### src/rtl/gnrmc_uart_tx.sv
// gnrmc_uart_tx: serialises "$GNRMC,hhmmss.00,A*CS\r\n" as 8N1 UART.
// Define GNRMC_TX_CKSUM_EN to include the "*CS" checksum field.
module gnrmc_uart_tx #(
    parameter logic [23:0] BAUD_CNT_MAX = 24'd5207
) (
    input  logic        clk,
    input  logic        rst_n,
    input  logic        start,
    input  logic [15:0] hours,
    input  logic [15:0] minutes,
    input  logic [15:0] seconds,
    output logic        tx,
    output logic        busy,
    output logic        done
);

    typedef enum logic [2:0] {
        IDLE,
        LOAD,
        START_BIT,
        DATA,
        STOP_BIT
    } state_t;

`ifdef GNRMC_TX_CKSUM_EN
    localparam logic [4:0] LAST_IDX = 5'd22;
`else
    localparam logic [4:0] LAST_IDX = 5'd19;
`endif

    state_t      state_q, state_d;
    logic [23:0] baud_q, baud_d;
    logic [2:0]  bit_q, bit_d;
    logic [4:0]  idx_q, idx_d;
    logic [15:0] hh_q, hh_d;
    logic [15:0] mm_q, mm_d;
    logic [15:0] ss_q, ss_d;
    logic        tx_q, tx_d;
    logic        done_q, done_d;
    logic [7:0]  byte_d;
    logic        tick;

`ifdef GNRMC_TX_CKSUM_EN
    logic [7:0]  ck_q, ck_d;

    function automatic logic [7:0] hex(input logic [3:0] n);
        return (n < 4'd10) ? {4'h3, n} : (8'h37 + {4'h0, n});
    endfunction
`endif

    assign tick = (baud_q == BAUD_CNT_MAX);
    assign tx   = tx_q;
    assign busy = (state_q != IDLE);
    assign done = done_q;

    // Next-state logic: baud/bit/byte sequencing and field latching
    always_comb begin
        state_d = state_q;
        baud_d  = baud_q;
        bit_d   = bit_q;
        idx_d   = idx_q;
        hh_d    = hh_q;
        mm_d    = mm_q;
        ss_d    = ss_q;
        done_d  = 1'b0;
        case (state_q)
            IDLE: begin
                if (start) state_d = LOAD;
            end
            LOAD: begin
                hh_d    = hours;
                mm_d    = minutes;
                ss_d    = seconds;
                idx_d   = 5'd0;
                bit_d   = 3'd0;
                baud_d  = 24'd0;
                state_d = START_BIT;
            end
            START_BIT: begin
                if (tick) begin
                    baud_d  = 24'd0;
                    bit_d   = 3'd0;
                    state_d = DATA;
                end else begin
                    baud_d = baud_q + 24'd1;
                end
            end
            DATA: begin
                if (tick) begin
                    baud_d = 24'd0;
                    bit_d  = bit_q + 3'd1;
                    if (bit_q == 3'd7) state_d = STOP_BIT;
                end else begin
                    baud_d = baud_q + 24'd1;
                end
            end
            STOP_BIT: begin
                if (tick) begin
                    baud_d = 24'd0;
                    if (idx_q == LAST_IDX) begin
                        state_d = IDLE;
                        done_d  = 1'b1;
                    end else begin
                        idx_d   = idx_q + 5'd1;
                        state_d = START_BIT;
                    end
                end else begin
                    baud_d = baud_q + 24'd1;
                end
            end
            default: state_d = IDLE;
        endcase
    end

    // Character for the byte index being (or about to be) sent
    always_comb begin
        byte_d = 8'h0A;
        case (idx_d)
            5'd0:  byte_d = 8'h24;
            5'd1:  byte_d = 8'h47;
            5'd2:  byte_d = 8'h4E;
            5'd3:  byte_d = 8'h52;
            5'd4:  byte_d = 8'h4D;
            5'd5:  byte_d = 8'h43;
            5'd6:  byte_d = 8'h2C;
            5'd7:  byte_d = hh_q[15:8];
            5'd8:  byte_d = hh_q[7:0];
            5'd9:  byte_d = mm_q[15:8];
            5'd10: byte_d = mm_q[7:0];
            5'd11: byte_d = ss_q[15:8];
            5'd12: byte_d = ss_q[7:0];
            5'd13: byte_d = 8'h2E;
            5'd14: byte_d = 8'h30;
            5'd15: byte_d = 8'h30;
            5'd16: byte_d = 8'h2C;
            5'd17: byte_d = 8'h41;
`ifdef GNRMC_TX_CKSUM_EN
            5'd18: byte_d = 8'h2A;
            5'd19: byte_d = hex(ck_q[7:4]);
            5'd20: byte_d = hex(ck_q[3:0]);
            5'd21: byte_d = 8'h0D;
`else
            5'd18: byte_d = 8'h0D;
`endif
            default: byte_d = 8'h0A;
        endcase
    end

    // Line level follows the state being entered, so tx is registered
    always_comb begin
        tx_d = 1'b1;
        case (state_d)
            START_BIT: tx_d = 1'b0;
            DATA:      tx_d = byte_d[bit_d];
            default:   tx_d = 1'b1;
        endcase
    end

`ifdef GNRMC_TX_CKSUM_EN
    // XOR each body byte in as it is loaded for transmission
    always_comb begin
        ck_d = ck_q;
        if (state_q == LOAD) begin
            ck_d = 8'h00;
        end else if (state_q == STOP_BIT && state_d == START_BIT &&
                     idx_d >= 5'd1 && idx_d <= 5'd17) begin
            ck_d = ck_q ^ byte_d;
        end
    end

    // Checksum register
    always_ff @(posedge clk or negedge rst_n) begin
        if (!rst_n) ck_q <= 8'h00;
        else        ck_q <= ck_d;
    end
`endif

    // State, counters, latched fields and registered outputs
    always_ff @(posedge clk or negedge rst_n) begin
        if (!rst_n) begin
            state_q <= IDLE;
            baud_q  <= 24'd0;
            bit_q   <= 3'd0;
            idx_q   <= 5'd0;
            hh_q    <= 16'h0000;
            mm_q    <= 16'h0000;
            ss_q    <= 16'h0000;
            tx_q    <= 1'b1;
            done_q  <= 1'b0;
        end else begin
            state_q <= state_d;
            baud_q  <= baud_d;
            bit_q   <= bit_d;
            idx_q   <= idx_d;
            hh_q    <= hh_d;
            mm_q    <= mm_d;
            ss_q    <= ss_d;
            tx_q    <= tx_d;
            done_q  <= done_d;
        end
    end

endmodule

### config.mk
export PLATFORM = sky130hd
export DESIGN_NAME = gnrmc_uart_tx
export DESIGN_NICKNAME = d
export VERILOG_FILES = /design/src/rtl/gnrmc_uart_tx.sv
export SDC_FILE = /design/constraint.sdc
export NUM_CORES = 1
export LEC_CHECK = 0
export CAP_MARGIN = 20
export CORE_MARGIN = 2
export CORE_UTILIZATION = 47
export DETAILED_ROUTE_END_ITERATION = 8
export PLACE_DENSITY = 0.82
export REMOVE_ABC_BUFFERS = 1
export SLEW_MARGIN = 20
export SYNTH_ARGS = -nofsm -noshare
export SYNTH_HDL_FRONTEND = slang
export SYNTH_SLANG_ARGS = --single-unit
export TNS_END_PERCENT = 20
### constraint.sdc
create_clock -name clk -period 3.15 [get_ports clk]
set_clock_uncertainty 0.05 [all_clocks]
set_input_delay 0.63 -clock clk [delete_from_list [all_inputs] [get_ports clk]]
set_output_delay 0.63 -clock clk [all_outputs]
set_load 0.1 [all_outputs]
==> metrics.md <==
| Metric | Value |
|---|---|
| Outcome | `finished clean` |
| Switch Pwr | `0.00139 W` |
| MaxCap Viol Count | `0` |
| Synth Instances | `579` |
| Yosys top cell by area | `dfrtp_1` |
| Die ar. | `between 10000 and 15000 um^2` |
| Clock buffers created by TritonCTS | `9` |
| Element type at the critical path end | `flop` |
| Clk pwr share | `20.5%` |
| GRT Resource Usage Total | `22.9%` |
| Pins Over Slew Limit | `0` |
| Unique masters post-synth | `75` |
| Critical path arrival | `3370 ps` |
| Clk sink count | `85` |
| Core Box Area | `9820 um^2` |
| Starting density of the core | `48.6%` |
| Maximum clock path buffer count | `2` |
| CTS tree | `yes` |
| Highest clock rate | `320 MHz` |
| Post-synth top cells | `nand2_1, dfrtp_1, o21ai_0` |
| Clk Latency, worst-skew pair | `~370 ps` |
| WP buf/inv | `3` |
| Clk slew on worst S/H paths | `~90 ps` |
| Pwr Density | `between 600 and 700 nW/um^2` |
| Pin count of the biggest net entering global routing | `between 80 and 90` |
| Critical path class | `flop to flop` |
| IO Count | `54` |
| DR iter-0 viols | `285` |
| Final wirelength | `12500 um` |
| Register bit total from synthesis | `85` |
| Crit path depth | `11` |
| DRT Pass-1 Iters | `8` |
| Port Buffers | `53` |
| H-tree Lvls | `3` |
| Slowest CP cell | `or4_4` |
| CP most frequent cell | `buf_4` |
| Site Rows | `36` |
| Pin slew with the least headroom to its limit | `760 ps` |
| Top FF cell, synth | `dfrtp_1` |
| Sw Ratio | `37.5%` |
| Nets | `723` |
| GP Congestion | `0.976` |
| Syn Area/Cell | `8.24 um^2` |
| Peak supply drop | `0.388 mV` |
| Number of global-route vias before repair | `4373` |
| Rel. slew slack | `49.4%` |
| Antenna fix cells | `0` |
| WHS | `229 ps` |
| Hold crit path type | `input port to asynchronous set/reset pin` |
| Detailed-route via count | `4561` |
| GRT overflow | `0` |
| Filler cells | `889` |
| Root Buffer | `clkbuf_8` |
| Sequential share of power | `45.2%` |
| Final Cycle Share | `99.2%` |
| Post-DP HPWL | `8810 um` |
| Count leader, synth | `nand2_1` |
| Seq/Total Area, Yosys | `approximately 45%` |
| P_leak | `around 2.8 nW` |
| Antenna Nets Post-Route | `0` |
| Crit path max-delay family | `simple AND/OR/NAND/NOR gates` |
| Comb pwr share | `approximately a third` |
| Fin. Hold Viols | `0` |
| Die W | `105 um` |
| Final routed DRC violation total | `0` |
| RSZ-0062 raised after global routing | `true` |
| Largest stage delay, worst path | `roughly 600 ps` |
| Area Growth Syn to Fin | `27.0%` |
| Final min period | `~3100 ps` |
| Routed len/inst | `roughly 16 um` |
| Via/cell ratio | `between 5 and 6` |
| Req. time, crit path | `3390 ps` |
| Ranking of synthesized cells by area | `dfrtp_1, nand2_1, o21ai_0` |
| Startpoint Class | `flop` |
| First-pass GRT wire length | `20500 um` |
| Fin Setup TNS | `0 ps` |
| Crit path cell chain | `or4_4, or2_4, nor3_4, mux2_4, inv_6, buf_4, nor4_4, buf_4, a221o_1, o41ai_2, o22ai_1` |
| Cell area after synthesis | `4770 um^2` |
| Post-synth EDFFs | `0` |
| Worst Path Max Fanout | `6` |
| R2R depth | `11` |
| Final setup viols | `0` |
| Internal power | `0.00232 W` |
| Yosys top cell area share | `around 44%` |
| Yosys warnings | `0` |
| Initial antenna violation count | `0` |
| Layout cells sized above 1 | `18.3%` |
| Asr flop ratio synth | `100%` |
| Die Y | `between 100 and 150 um` |
## logic make-up after synthesis
kind of cell	Yosys count	share of synthesized area [%]
mux	12	2.65
simple gates	327	31.9
flops	85	44.6
compound gates	107	14.7
xor+xnor	2	0.367
buf+inv	41	4.46
fa+ha+maj	5	1.31
## state kept, by name, summed over array words and instances, names as in the netlist
name and cells:
ss_q 16, hh_q 16, state_q 3, tx 1
mm_q 16, idx_q 5, bit_q 3, baud_q 24
done 1
## per-stage QoR
step	instances	area [um^2]	util (%)	setup WS (ps)	power, W
2_1_floorplan	546	4590	-	-1070	0.00244
3_5_place_dp	782	5660	57.6	-187	0.00288
3_3_place_gp	782	5660	57.6	-84.7	0.00281
5_1_grt	805	6060	61.7	-59.9	0.00396
6_report	805	6060	61.7	25.1	0.00371
4_1_cts	802	5890	60.0	20.2	0.00365
## final timing paths
kind	startpoint	to	slack, ps
setup / recovery	baud_q[17]$_DFFE_PN0P_	tx$_DFF_PN1_	30
hold / removal	rst_n	baud_q[22]$_DFFE_PN0P_	230
setup reg to reg	baud_q[17]$_DFFE_PN0P_	tx$_DFF_PN1_	30
hold reg to reg	hh_q[13]$_DFFE_PN0P_	hh_q[13]$_DFFE_PN0P_	440
max in group asynchronous	rst_n	baud_q[17]$_DFFE_PN0P_	2220
min in group clk	hh_q[13]$_DFFE_PN0P_	hh_q[13]$_DFFE_PN0P_	440
## placed cells by master, fill, tap and decap left out, types with 4 or more instances in the layout
cell and instances:
nand2_1 205, and3_1 14, nand4_1 8, inv_1 4
a221o_1 5, mux2i_1 10, ha_1 5, a21oi_1 12
clkdlybuf4s50_1 49, o21ai_0 41, a31oi_1 5, dfrtp_1 83
o31ai_1 5, clkbuf_8 9, buf_4 59, nor3_1 8
o22ai_1 7, nand3_1 16, nor2_1 29, inv_6 5
## power by group through the flow
stage | clock network [W] | logic (W) | registers, W
floorplan | 0 | 0.000757 | 0.00168
global placement | 0 | 0.00113 | 0.00168
detailed placement | 0 | 0.00119 | 0.00169
CTS | 0.000773 | 0.00121 | 0.00167
global route | 0.000817 | 0.00143 | 0.00172
finish | 0.000762 | 0.00127 | 0.00168
## repair_timing
action | 4_1_cts | 5_1_grt
setup buffers | 4 | 3
resized for setup | 4 | 34
setup endpoints to repair | 1 | 3
gates cloned | 0 | 0
hold buffers | 0 | 0
pin swaps | 1 | 13
## area by class of cell
cell class	count	area, um^2	share of cell area, %
Inverter	8	45.0	0.743
Clock buffer	9	124	2.04
Sequential cell	85	2130	35.1
Tap cell	133	166	2.75
Timing Repair Buffer	110	956	15.8
Multi-Input combinational cell	453	2570	42.5
Clock inverter	7	63.8	1.05
## routing by layer
metal  wire length [um]  GRT usage (%)  vias up
li1                   -              -     2195
met1               5340           29.0     2194
met4                240           7.24        0
met2               6340           39.5      149
met5                  0              0        -
met3                580           4.55       23
(Power assumes the default switching activity.)
